## src/rtl/cmd_buffer_pkg.sv

```systemverilog
// Shared types and defaults for the SPI command latch buffer.
package cmd_buffer_pkg;

    localparam int CMD_WIDTH     = 32;
    localparam int DEF_DEPTH     = 8;
    localparam int DEF_LATCH_GAP = 4;

    typedef enum logic [1:0] {
        IDLE    = 2'd0,
        PRESENT = 2'd1,
        LATCH   = 2'd2,
        GAP     = 2'd3
    } state_t;

endpackage

```

## src/rtl/cmd_latch_buffer_sync_fifo.sv

```systemverilog
// Synchronous FIFO with level tracking; full/empty are derived from the level.
module sync_fifo #(
    parameter int DATA_WIDTH = 32,
    parameter int DEPTH      = 8,
    parameter int ADDR_WIDTH = 3
) (
    input  logic                  clock,
    input  logic                  reset,
    input  logic                  flush,
    input  logic                  push,
    input  logic [DATA_WIDTH-1:0] wr_data,
    input  logic                  pop,
    output logic [DATA_WIDTH-1:0] rd_data,
    output logic [ADDR_WIDTH:0]   level,
    output logic                  empty,
    output logic                  full
);

    localparam logic [ADDR_WIDTH:0] FULL_LEVEL = DEPTH[ADDR_WIDTH:0];

    logic [DATA_WIDTH-1:0] mem [DEPTH];
    logic [ADDR_WIDTH-1:0] wr_ptr;
    logic [ADDR_WIDTH-1:0] rd_ptr;
    logic                  do_push;
    logic                  do_pop;

    assign do_push = push && !full;
    assign do_pop  = pop && !empty;

    assign empty   = (level == '0);
    assign full    = (level == FULL_LEVEL);
    assign rd_data = mem[rd_ptr];

    // Storage carries no reset; only the pointers and level define validity.
    always_ff @(posedge clock) begin
        if (do_push && !reset && !flush) begin
            mem[wr_ptr] <= wr_data;
        end
    end

    always_ff @(posedge clock) begin
        if (reset || flush) begin
            wr_ptr <= '0;
            rd_ptr <= '0;
            level  <= '0;
        end else begin
            if (do_push) begin
                wr_ptr <= wr_ptr + 1'b1;
            end
            if (do_pop) begin
                rd_ptr <= rd_ptr + 1'b1;
            end
            case ({do_push, do_pop})
                2'b10:   level <= level + 1'b1;
                2'b01:   level <= level - 1'b1;
                default: level <= level;
            endcase
        end
    end

endmodule

```

## src/rtl/cmd_latch_buffer.sv

```systemverilog
// Buffers SPI command words and hands them to the controller as spaced,
// single-cycle latch strobes with a one-cycle setup before each strobe.
module cmd_latch_buffer
    import cmd_buffer_pkg::*;
#(
    parameter int DATA_WIDTH = CMD_WIDTH,
    parameter int DEPTH      = DEF_DEPTH,
    parameter int ADDR_WIDTH = 3,
    parameter int LATCH_GAP  = DEF_LATCH_GAP
) (
    input  logic                  clock,
    input  logic                  reset,
    input  logic [DATA_WIDTH-1:0] in_data,
    input  logic                  in_valid,
    output logic                  in_ready,
    input  logic                  flush,
    input  logic                  hold,
    output logic [DATA_WIDTH-1:0] cmd_data,
    output logic                  latch_data,
    output logic [ADDR_WIDTH:0]   level,
    output logic                  empty,
    output logic                  full,
    output logic                  overflow
);

    localparam logic [7:0] GAP_LOAD = 8'(LATCH_GAP - 1);

    state_t                state;
    state_t                state_nxt;
    logic [7:0]            gap_cnt;
    logic [DATA_WIDTH-1:0] head_data;
    logic                  push;
    logic                  pop;

    // A push in the flush cycle is discarded along with the FIFO contents.
    assign push     = in_valid && !full && !flush;
    assign pop      = (state == LATCH) && !flush;
    assign in_ready = !full;

    sync_fifo #(
        .DATA_WIDTH (DATA_WIDTH),
        .DEPTH      (DEPTH),
        .ADDR_WIDTH (ADDR_WIDTH)
    ) u_fifo (
        .clock   (clock),
        .reset   (reset),
        .flush   (flush),
        .push    (push),
        .wr_data (in_data),
        .pop     (pop),
        .rd_data (head_data),
        .level   (level),
        .empty   (empty),
        .full    (full)
    );

    always_ff @(posedge clock) begin
        if (reset) begin
            state <= IDLE;
        end else begin
            state <= state_nxt;
        end
    end

    always_comb begin
        state_nxt = state;
        case (state)
            IDLE:    if (!empty && !hold) state_nxt = PRESENT;
            PRESENT: state_nxt = LATCH;
            LATCH:   state_nxt = GAP;
            GAP:     if (gap_cnt == 8'd0) state_nxt = IDLE;
            default: state_nxt = IDLE;
        endcase
        if (flush) begin
            state_nxt = IDLE;
        end
    end

    // cmd_data is only reloaded on IDLE->PRESENT so it stays stable through
    // the setup, strobe and gap; flush keeps the last presented word.
    always_ff @(posedge clock) begin
        if (reset) begin
            cmd_data   <= '0;
            latch_data <= 1'b0;
            gap_cnt    <= 8'd0;
            overflow   <= 1'b0;
        end else if (flush) begin
            latch_data <= 1'b0;
            gap_cnt    <= 8'd0;
            overflow   <= 1'b0;
        end else begin
            latch_data <= (state_nxt == LATCH);
            if (state == IDLE && state_nxt == PRESENT) begin
                cmd_data <= head_data;
            end
            if (state == LATCH) begin
                gap_cnt <= GAP_LOAD;
            end else if (state == GAP && gap_cnt != 8'd0) begin
                gap_cnt <= gap_cnt - 8'd1;
            end
            if (in_valid && full) begin
                overflow <= 1'b1;
            end
        end
    end

endmodule
```

## config.mk

```make
export PLATFORM = sky130hd
export DESIGN_NAME = cmd_latch_buffer
export DESIGN_NICKNAME = d
export VERILOG_FILES = /design/src/rtl/cmd_buffer_pkg.sv /design/src/rtl/cmd_latch_buffer_sync_fifo.sv /design/src/rtl/cmd_latch_buffer.sv
export SDC_FILE = /design/constraint.sdc
export NUM_CORES = 1
export LEC_CHECK = 0
export ABC_CLOCK_PERIOD_IN_PS = 9000
export CAP_MARGIN = 40
export CORE_ASPECT_RATIO = 1.2
export CORE_MARGIN = 1.5
export CORE_UTILIZATION = 41
export DETAILED_ROUTE_END_ITERATION = 10
export MAX_ROUTING_LAYER = met4
export PLACE_DENSITY = 0.56
export SETUP_SLACK_MARGIN = 0.2
export SLEW_MARGIN = 15
export SYNTH_ARGS = -nofsm -noshare
export SYNTH_HDL_FRONTEND = slang
export SYNTH_SLANG_ARGS = --single-unit
```

## constraint.sdc

```tcl
create_clock -name clock -period 9 [get_ports clock]
set_input_delay 1.8 -clock clock [delete_from_list [all_inputs] [get_ports clock]]
set_output_delay 1.8 -clock clock [all_outputs]
set_load 0.01 [all_outputs]
```

* Yosys cells after proc, flatten, opt, wreduce, memory -nomap -nowiden
Memory sizes are Yosys's and may differ from the RTL's. A register that Yosys moved wholly into a read port is not among the register bits. Cells that the tools add are included.
Storage, ports and cells: register bits 22, word-level logic and storage cells 58, memories kept 1, input bits 37, memory bits (writable) 256, output and inout port bits 41
Operators by class: bitwise operators 1, reduce and logical (&&, ||, !) cells 26, $add $sub $neg 5, equal/unequal tests 8, muxes and demuxes 9
Memory list:
- u_fifo.mem | words 8, bits a word 32, rd ports 1, clocked after Yosys merged registers in 1, wr ports 1, RTL line cmd_latch_buffer_sync_fifo.sv:21 | logic [DATA_WIDTH-1:0] mem [DEPTH];
Operators by type and width (number):
- $logic_and 1x1->1 | 11
- $mux 2 | 5
- $eq 2x2->1 const B | 4
- $logic_not 8->1 | 1
- $pmux 2 s4 | 1
- $pmux 4 s2 | 1
- $reduce_bool 8->1 | 1
- $sub 8x1->8 const B | 1
- $add 3x1->3 const B | 2
- $eq 2x1->1 const B | 3
- $logic_not 1->1 | 5
- $add 4x1->4 const B | 1
- $eq 4x4->1 const B | 1
- $logic_not 4->1 | 1
- $reduce_bool 2->1 | 2
- $sub 4x1->4 const B | 1
- $reduce_or 3->1 | 1
- $logic_not 2->1 | 1
- $mux 1 | 2
- $reduce_and 2->1 | 1
- $reduce_or 2->1 | 1
- $logic_or 1x1->1 | 1
- $not 1->1 | 1

* Logic depth before layout (Yosys ltp)
Gate-level depths: netlist of the first run.
word-level depth 9, gate-level depth with buffers 11, depth with buffers taken out 11

* Modules after synthesis
A second synthesis of the first run with hierarchy kept.
Unflattened totals: cells, all modules 665, area, all modules 12275.5 um^2
By module, submodules not included:
- sync_fifo | cells each 447, sequential area each 7947.6 um^2, area an instance 10438.8 um^2, times used 1
- cmd_latch_buffer | cells each 218, sequential area each 880.8 um^2, area an instance 1836.8 um^2, times used 1

* Least setup slack after synthesis of the first run
Ideal clock, no wire load.
kind in2reg, start input reset, end memory u_fifo.mem[0][0] (enable), arrival time 4.926 ns, required time 8.539 ns, library setup time 0.461 ns, stages 5, slack 3.613 ns, cell sequence clkbuf_1 > or2_2 > clkbuf_1 > or3_1 > nor3_1
Between the ends: word-level cells in the longest chain between the ends 5
RTL lines:
- from (decl) | RTL line cmd_latch_buffer.sv:12 | input logic reset,
- $logic_not 1->1 | RTL line cmd_latch_buffer_sync_fifo.sv:36 | if (do_push && !reset && !flush) begin
- $logic_and 1x1->1 (2 in a row) | RTL line cmd_latch_buffer_sync_fifo.sv:36
- $mux 1 | RTL line cmd_latch_buffer_sync_fifo.sv:36
- $mux 1 (implied by the code) | RTL line cmd_latch_buffer_sync_fifo.sv:37 | mem[wr_ptr] <= wr_data;
- to (decl) | RTL line cmd_latch_buffer_sync_fifo.sv:21
Every way passes these cells.

* Worst setup path in the final report of the first run
start register u_fifo.level[0], end output empty
Between the ends: word-level cells in the longest chain between the ends 1
RTL lines:
- from (decl) | RTL line cmd_latch_buffer_sync_fifo.sv:14 | output logic [ADDR_WIDTH:0] level,
- from (signal assigned) | RTL line cmd_latch_buffer_sync_fifo.sv:54 | 2'b10: level <= level + 1'b1;
- from (signal assigned) | RTL line cmd_latch_buffer_sync_fifo.sv:55 | 2'b01: level <= level - 1'b1;
- from (signal assigned) | RTL line cmd_latch_buffer_sync_fifo.sv:56 | default: level <= level;
- $logic_not 4->1 | RTL line cmd_latch_buffer_sync_fifo.sv:30 | assign empty = (level == '0);
- to (decl) | RTL line cmd_latch_buffer.sv:21 | output logic empty,
Every way passes these cells.

==> results of run 1 <==
==> registers in the layout (all words and copies together) (netlist names) <==
register / cells
u_fifo.mem: 256
cmd_data: 32
gap_cnt: 8
u_fifo.level: 4
u_fifo.rd_ptr: 3
u_fifo.wr_ptr: 3
state: 2
latch_data: 1
overflow: 1
==> cells by family after synthesis <==
group	share of synthesized area
flip-flops	0.7263
AND/OR/NAND/NOR	0.08612
multiplexers	0.1194
AO/OA/AOI/OAI	0.03223
buffers and inverters	0.02125
XOR/XNOR	0.005803
adder cells (fa/ha/maj)	0.008913
==> metal layers <==
| layer | vias up | routed length (um) | global-route usage |
|---|---|---|---|
| met1 | 3079 | 9848 | 0.2012 |
| li1 | 2673 | - | - |
| met3 | 32 | 833 | 0.01996 |
| met4 | 0 | 438 | 0.04572 |
| met5 | - | 0 | - |
| met2 | 120 | 12280 | 0.2825 |
==> final timing paths <==
check                                    endpoint            start  slack [ns]  cells past startpoint
worst min-delay path                     overflow         overflow        0.49                      2
worst max register to register  u_fifo.mem[4][14]  u_fifo.level[0]        6.51                      6
worst min register to register           overflow         overflow        0.49                      2
worst max-delay path                        empty  u_fifo.level[0]        5.01                      3
==> critical path, cell delays in order (launching register included) <==
cell and delay (ns):
dfxtp_1 0.37, or4_4 0.59, inv_2 0.13, clkdlybuf4s50_1 0.55
==> area by class of cell <==
class | instances | area (sq um) | share of cell area
Clock buffer | 43 | 860.8 | 0.05960
Timing Repair Buffer | 94 | 1076 | 0.07450
Sequential cell | 310 | 8773 | 0.6075
Clock inverter | 13 | 113.9 | 0.007884
Tap cell | 385 | 481.7 | 0.03335
Multi-Input combinational cell | 267 | 3103 | 0.2148
Inverter | 9 | 33.78 | 0.002339
==> report_power, final <==
part | total (mW) | switching [mW] | internal [mW]
Sequential | 1.57 | 0.00521 | 1.56
Clock | 1.22 | 0.498 | 0.719
Combinational | 0.0740 | 0.0415 | 0.0325
==> cells in the mapped netlist (all sizes together) (2+ instances only) <==
cell	number	area [sq um]
a21oi	12	60.06
and4b	2	20.02
buf	21	173.9
clkbuf	13	48.80
dfxtp	54	1081
edfxtp	256	7687
ha	7	87.58
inv	9	33.79
mux4	64	1441
nand2	9	33.78
nand2b	3	18.77
nand3	5	30.03
nor2	54	427.9
nor3	37	335.3
o2111ai	4	52.56
o21ai	6	30.02
o22ai	32	200.2
o31ai	2	15.01
or2	3	18.77
or3	3	18.77
or4	4	33.78
xnor2	4	35.03
xor2	4	35.03
==> impl_summary.md, run 1 <==
Power
Across the VDD grid, the largest voltage drop is ~0.00013 V. The total leakage power is 4.530 nW. The design draws 2.856 mW. Dividing total power by cell area gives a power density of ~200 nW/um^2.

STA
The final number of max-transition violations was 0. The part of the cycle the worst path needs is 0.4430. The highest clock rate is 0.2508 GHz. Adding up every negative setup slack in the final design gives 0 ns. The worst path needs 3.987 ns of the cycle, external delays included.

Headroom to the max-slew limit came out at 0.5469. The least setup slack across all paths after layout is 5.013 ns. Between clock sinks in the finished design, the worst skew comes to around 0.0088 ns.

Setup repair after global routing left no endpoint under its margin. Hold is met by 0.4863 ns. The transition time at the pin with the least slew margin is 0.6781 ns. The number of hold violations in the final report is 0. Setup violations remaining at the end of the flow were counted as 0.

Place
The number of port buffers is between 70 and 80. The HPWL reported at the end of detailed placement is between 10 and 15 mm. The worst-case setup slack after placement is 4.485 ns. Counting tap cells, the placed design contains a total of approximately 1,100 instances. The instance area at placement is 13,470 sq um. The global placer's final weighted congestion is 0.7446.

Logic synthesis
The number of synthesis warnings is 0. The flop and latch count out of synthesis is 310. The sequential fraction of the synthesis area is 0.7263. The combined area of all synthesized cells is 12,070 sq um. The number of nets handed over by synthesis was 665. The proportion of synthesized flip-flops having asynchronous set or reset is 0.

In the synthesized netlist the dominant register cell turns out to be edfxtp_1. The post-synthesis instance total is 620. The post-synthesis average cell area is 19.47 sq um. Yosys mapped the design onto 46 distinct sky130hd cell types. Counting flops with a built-in enable in the synthesized netlist gives approximately 260.

Die
Pin placement for this block handled 78 I/O pins. The effective utilization at floorplan is 0.4186. The die is 191.0 um tall. After floorplanning, the core was sized to cover 28,840 sq um. The die covers 30,490 sq um. The x dimension of the die is 159.6 um. The number of placement rows is 68.

Route
The count of nets left with antenna violations once routing finished came out at 0. The final routed wirelength across all metal layers is 23.40 mm. For this run, design rule violations remaining after detail routing come to 0. The violation count after the first detailed-routing iteration is approximately 460. In the final routed layout, each cell accounts on average for 20.87 um. The number of iterations in the first detailed-routing pass is 4. The routed via count divided by cell count is 5.267. The count of vias placed by the detailed router is 5,904.

Critical path
The critical path data required time is slightly above 7 ns. The worst-path maximum fanout is 6. The endpoint type of the worst setup path is an output port.

The data arrival time of the critical path is 2.19 ns. The nature of the critical path startpoint is a flop. The worst setup path is of the flop to output port kind.

Worst hold path
The worst min-delay path category is flop to flop.

Layout
Measured on the finished design, the core utilization comes to 0.5007. The most common cell after layout, fill and taps aside is edfxtp_1. The count of cells in the finished layout, fillers not included, comes to 1,121.

For this run, the post-layout net count is around 760. The number of diodes added for antenna fixing is 0. The number of fill cells in the layout is 2,332.

In the layout the commonest cells are edfxtp_1 (256), clkdlybuf4s50_1 (76), mux4_2 (64). The finished cells cover roughly 14,000 sq um. The layout cell share with drive strength beyond 1 is 0.2867. The area growth from synthesis to layout is 19.63%.

Clocking
Hold repair after CTS inserted 0 buffers. The CTS tree is built. The CTS clock-pin slew for the worst setup and hold paths is 0.06 ns. The maximum number of buffers from clock root to sink is 3. The clock sink total is 310. After clock tree synthesis, the setup repair step added 0 buffers. The clock tree root driver cell is clkbuf_16. For the worst-skew pair, the clock arrives at the later sink with an insertion delay of 0.54 ns.

CTS built an H-tree with a depth of 1. The number of buffers created by CTS is 30. After clock tree synthesis, the repair step resized 0 gates.

Global routing
The maximum number of pins on one net before global-route repair is 49. The first global-routing pass estimated about 37 mm of wire. After global routing the overflow that remains totals 0. The initial antenna violation count is 0. The number of global-route vias before repair was around 6,400. The total global-route track usage is 0.1625.

Status
The flow ran to the end, and the final reports show no timing, DRC or antenna violations.

Run
The number of maximum-capacitance violations is 0.
(Power assumes the default switching activity.)
==> inputs of run 2 (changes only) <==
--- a/config.mk
+++ b/config.mk
@@ -5,7 +5,7 @@
 export SDC_FILE = /design/constraint.sdc
 export NUM_CORES = 1
 export LEC_CHECK = 0
-export ABC_CLOCK_PERIOD_IN_PS = 9000
+export ABC_CLOCK_PERIOD_IN_PS = 3960
 export CAP_MARGIN = 40
 export CORE_ASPECT_RATIO = 1.2
 export CORE_MARGIN = 1.5
==> constraint.sdc (replaced) <==
create_clock -name clock -period 3.96 [get_ports clock]
set_input_delay 0.792 -clock clock [delete_from_list [all_inputs] [get_ports clock]]
set_output_delay 0.792 -clock clock [all_outputs]
set_load 0.01 [all_outputs]
==> run 2 against run 1 <==
  * Hold slack gained 0.0012 ns
  * Highest routed layer unchanged
  * First-iteration DRC count decreased by 14%
  * Via count is 0.20% higher
  * Largest cell class unchanged
  * Clock power is 110% higher
  * Critical path type unchanged
  * Non-clock buffer count up 3
  * Wire length rose by 0.89%
  * Core utilization fell by 0.56 points
  * Setup slack worse by 4.0 ns
  * Register-to-register slack worse by 5.0 ns
==> impl_summary.md, run 2 (synthesis gave the netlist of run 1 again) <==
Status
The run finished with clean final reports.

Place
The number of port buffers is 77 (unchanged). The post-placement cell count is 1,068 (+0.28%). The HPWL reported at the end of detailed placement was 14.17 mm (-4.9%). The worst-case setup slack after placement is 0.6347 ns (-3.850 ns). The global placer's final weighted congestion came to 0.7376 (-0.94%).

The instance area at placement came to 13,370 sq um (-0.72%).

Power
The logic gate share of total power was 0.026 (about the same). The areal power density over the cells is 443.1 nW/um^2 (+120%). The total leakage power is 4.459 nW (-1.6%). The clock group share of total power was 0.412 (-0.014).

The power after layout was 6.329 mW (+120%). The worst-case vdd ir drop is 0.0002614 V (+100%). The internal portion of total power is 5.050 mW (+120%). The total net switching power came to 1.278 mW (+130%). The power share of the sequential group came to 0.562 (+0.014). The switching power share of the total is 0.2020 (+0.01138).

Run
The number of maximum-capacitance violations was 0 (unchanged).

Route
The uppermost signal routing layer after detailed routing is met4. The routed via count divided by cell count is 5.263 (about the same). The final routed wirelength across all metal layers came to 23.61 mm (+0.89%).

The final routed wire length divided by cell count is 21.00 um (+0.62%). The met1 wire length is 10.16 mm (+3.2%). The total length of routed met2 wires is 12.16 mm (-0.93%). The number of remaining DRC errors is 0 (unchanged). The violation count after the first detailed-routing iteration came to 394 (-14%). The remaining antenna violation count is 0 (unchanged). The total length of routed met3 wires is 898 um (+7.8%).

The number of iterations in the first detailed-routing pass is 6 (+2). The count of vias placed by the detailed router came to 5,916 (+0.20%).

Global routing
The total congestion overflow came to 0 (unchanged). The initial antenna violation count is 0 (unchanged). The number of global-route vias before repair came to 6,418 (+0.36%). The total global-route track usage came to 0.1636 (+0.001159). The first-pass GRT wire length is 37.26 mm (+1.5%). The maximum number of pins on one net before global-route repair came to 39 (-20%).

Clocking
TritonCTS built the clock tree. The clock sink total came to 310 (unchanged). The latest clock arrival within the worst-skew pair came to 0.54 ns (about the same). The post-CTS resize count is 0 (unchanged). The total number of H-tree levels is 1 (unchanged). The clock tree root driver cell is clkbuf_16.

The number of setup buffers added after CTS was 0 (unchanged). The maximum number of buffers from clock root to sink is 3 (unchanged). The number of buffers created by CTS is 30 (unchanged).

The CTS clock-pin slew for the worst setup and hold paths is 0.06 ns (about the same). The hold-fix buffer count after cts was 0 (unchanged).

STA
The final number of max-transition violations came to 0 (unchanged). For the finished layout, the period the worst path requires is 2.977 ns. The least setup slack across all paths after layout is 0.9833 ns (-4.030 ns). Static timing analysis puts the maximum clock frequency at 0.3359 GHz. Setup repair after global routing left no endpoint under its margin.

The number of hold violations in the final report is 0 (unchanged). The total negative setup slack is 0 ns (unchanged). The part of the cycle the worst path needs is 0.7517. The worst setup skew after layout was 0.01617 ns (+0.007356 ns). The final-layout worst hold slack came to 0.4875 ns (+0.001222 ns). The headroom to the max-slew limit is 0.5517 (+0.004798). The transition time at the pin with the least slew margin is 0.6725 ns (-0.005588 ns). The final setup violation count is 0 (unchanged).

Critical path
The data arrival time of the critical path is 2.18 ns (about the same). Grouping stages by cell kind, the critical path spends the most delay in buffers and inverters. The worst-path maximum fanout is 6 (unchanged). The buffering stage count on the worst path with inverters included came to 2 (unchanged). The type of the setup path with the least slack is flop to output port. The signal on the critical path passes through or4_4 > inv_2 > clkdlybuf4s50_1. For this design, the slowest cell found on the critical path is or4_4.

The nature of the critical path startpoint is a flop. The peak per-stage delay on the critical path is 0.59 ns (about the same). The depth of the worst register-to-register path is 9 (+3). The capturing point of the worst reg2reg path is u_fifo.level[3]. The startpoint of the most critical register-to-register path is u_fifo.level[0]. The worst reg-to-reg setup slack is 1.52 ns (-4.99 ns). The worst setup path is captured at an output port. The critical path data required time came to 3.17 ns (-4.03 ns).

Layout
The non-filler instance count after layout is 1,124 (+0.27%). The final core utilization is 0.4952 (-0.005552). The most common cell after layout, fill and taps aside is edfxtp_1. The flip-flop count of the largest register after layout is 256 (unchanged). The number of diodes added for antenna fixing is 0 (unchanged).

The number of fill cells in the layout came to 2,370 (+1.6%). The largest registers in the layout are u_fifo.mem x256, cmd_data x32, gap_cnt x8. The area of all placed cells without fillers came to 14,280 sq um (-1.1%). Compared with the post-synthesis result, the final layout area differs by 18.30%. The layout cell share with drive strength beyond 1 was 0.2923 (+0.005602).

The top cell types in the final layout, fill and taps aside, are edfxtp_1 (256), clkdlybuf4s50_1 (76), mux4_2 (64). The final-stage net count is 760 (+0.40%). u_fifo.mem holds more flip-flops than any other register.

Die
The placeable core region is 28,840 sq um (unchanged). The x dimension of the die is 159.6 um (unchanged). The I/O pin count came to 78 (unchanged). The effective utilization at floorplan is 0.4186 (unchanged). The area of the die was 30,490 sq um (unchanged). The die height came to 191.0 um (unchanged). The number of placement rows came to 68 (unchanged).

Worst hold path
The worst min-delay path category is flop to flop. In this run the most critical hold path is launched from overflow. The sink of the worst hold path is overflow. The worst hold path cell count is 2 (unchanged).
## run 2: cell count changes in the layout (fill, tap and decap cells not counted), moves of 3 or more
cell      previous run  this run
buf_4                6        16
buf_16               6         0
clkbuf_1             8         3
clkbuf_8             4         0
clkinv_1             3         6
clkinv_4             0         3
## run 2: cell type report
| type | count | area (sq um) | share of cell area |
|---|---|---|---|
| clock inverters | 22 | 125.1 | 0.008760 |
| well taps | 385 | 481.7 | 0.03373 |
| inverters | 9 | 33.78 | 0.002365 |
| flip-flops and latches | 310 | 8773 | 0.6143 |
| repair buffers | 97 | 965.9 | 0.06763 |
| multi-input cells | 267 | 3115 | 0.2181 |
| clock buffers | 34 | 787.0 | 0.05510 |
## run 2: worst register-to-register path: cells and delay by family, from the launching register on
family                     cells  cell delay (ns)
AOI/OAI and AO/OA              4             0.57
adders and majority gates      2             0.62
buffers and inverters          1             0.14
DFF                            1             0.37
and+or+nand+nor                2             0.66
## run 2: power by group through the flow
stage	Combinational, mW	Sequential (mW)	Clock (mW)
after global routing	0.182	3.56	2.80
after global placement	0.165	3.63	0
after detailed placement	0.169	3.63	0
after floorplan	0.0620	3.63	0
after CTS	0.170	3.56	2.68
final	0.167	3.56	2.60
## run 2: how the worst max path moves through the flow
| stage | start | to | slack, ns | depth (start not counted) |
|---|---|---|---|---|
| floorplan | reset | u_fifo.mem[2][0] | 0.44 | 5 |
| global placement | flush | u_fifo.mem[2][16] | 0.64 | 5 |
| detailed placement | flush | u_fifo.mem[2][8] | 0.63 | 5 |
| CTS | u_fifo.level[0] | empty | 0.95 | 3 |
| global route | u_fifo.level[0] | empty | 0.88 | 3 |
| finish | u_fifo.level[0] | empty | 0.98 | 3 |
## run 2: metal layers
| layer | track usage | vias to the layer above |
|---|---|---|
| li1 | - | 2683 |
| met1 | 0.2042 | 3081 |
| met2 | 0.2825 | 124 |
| met3 | 0.02256 | 28 |
| met4 | 0.04245 | 0 |
| met5 | - | - |
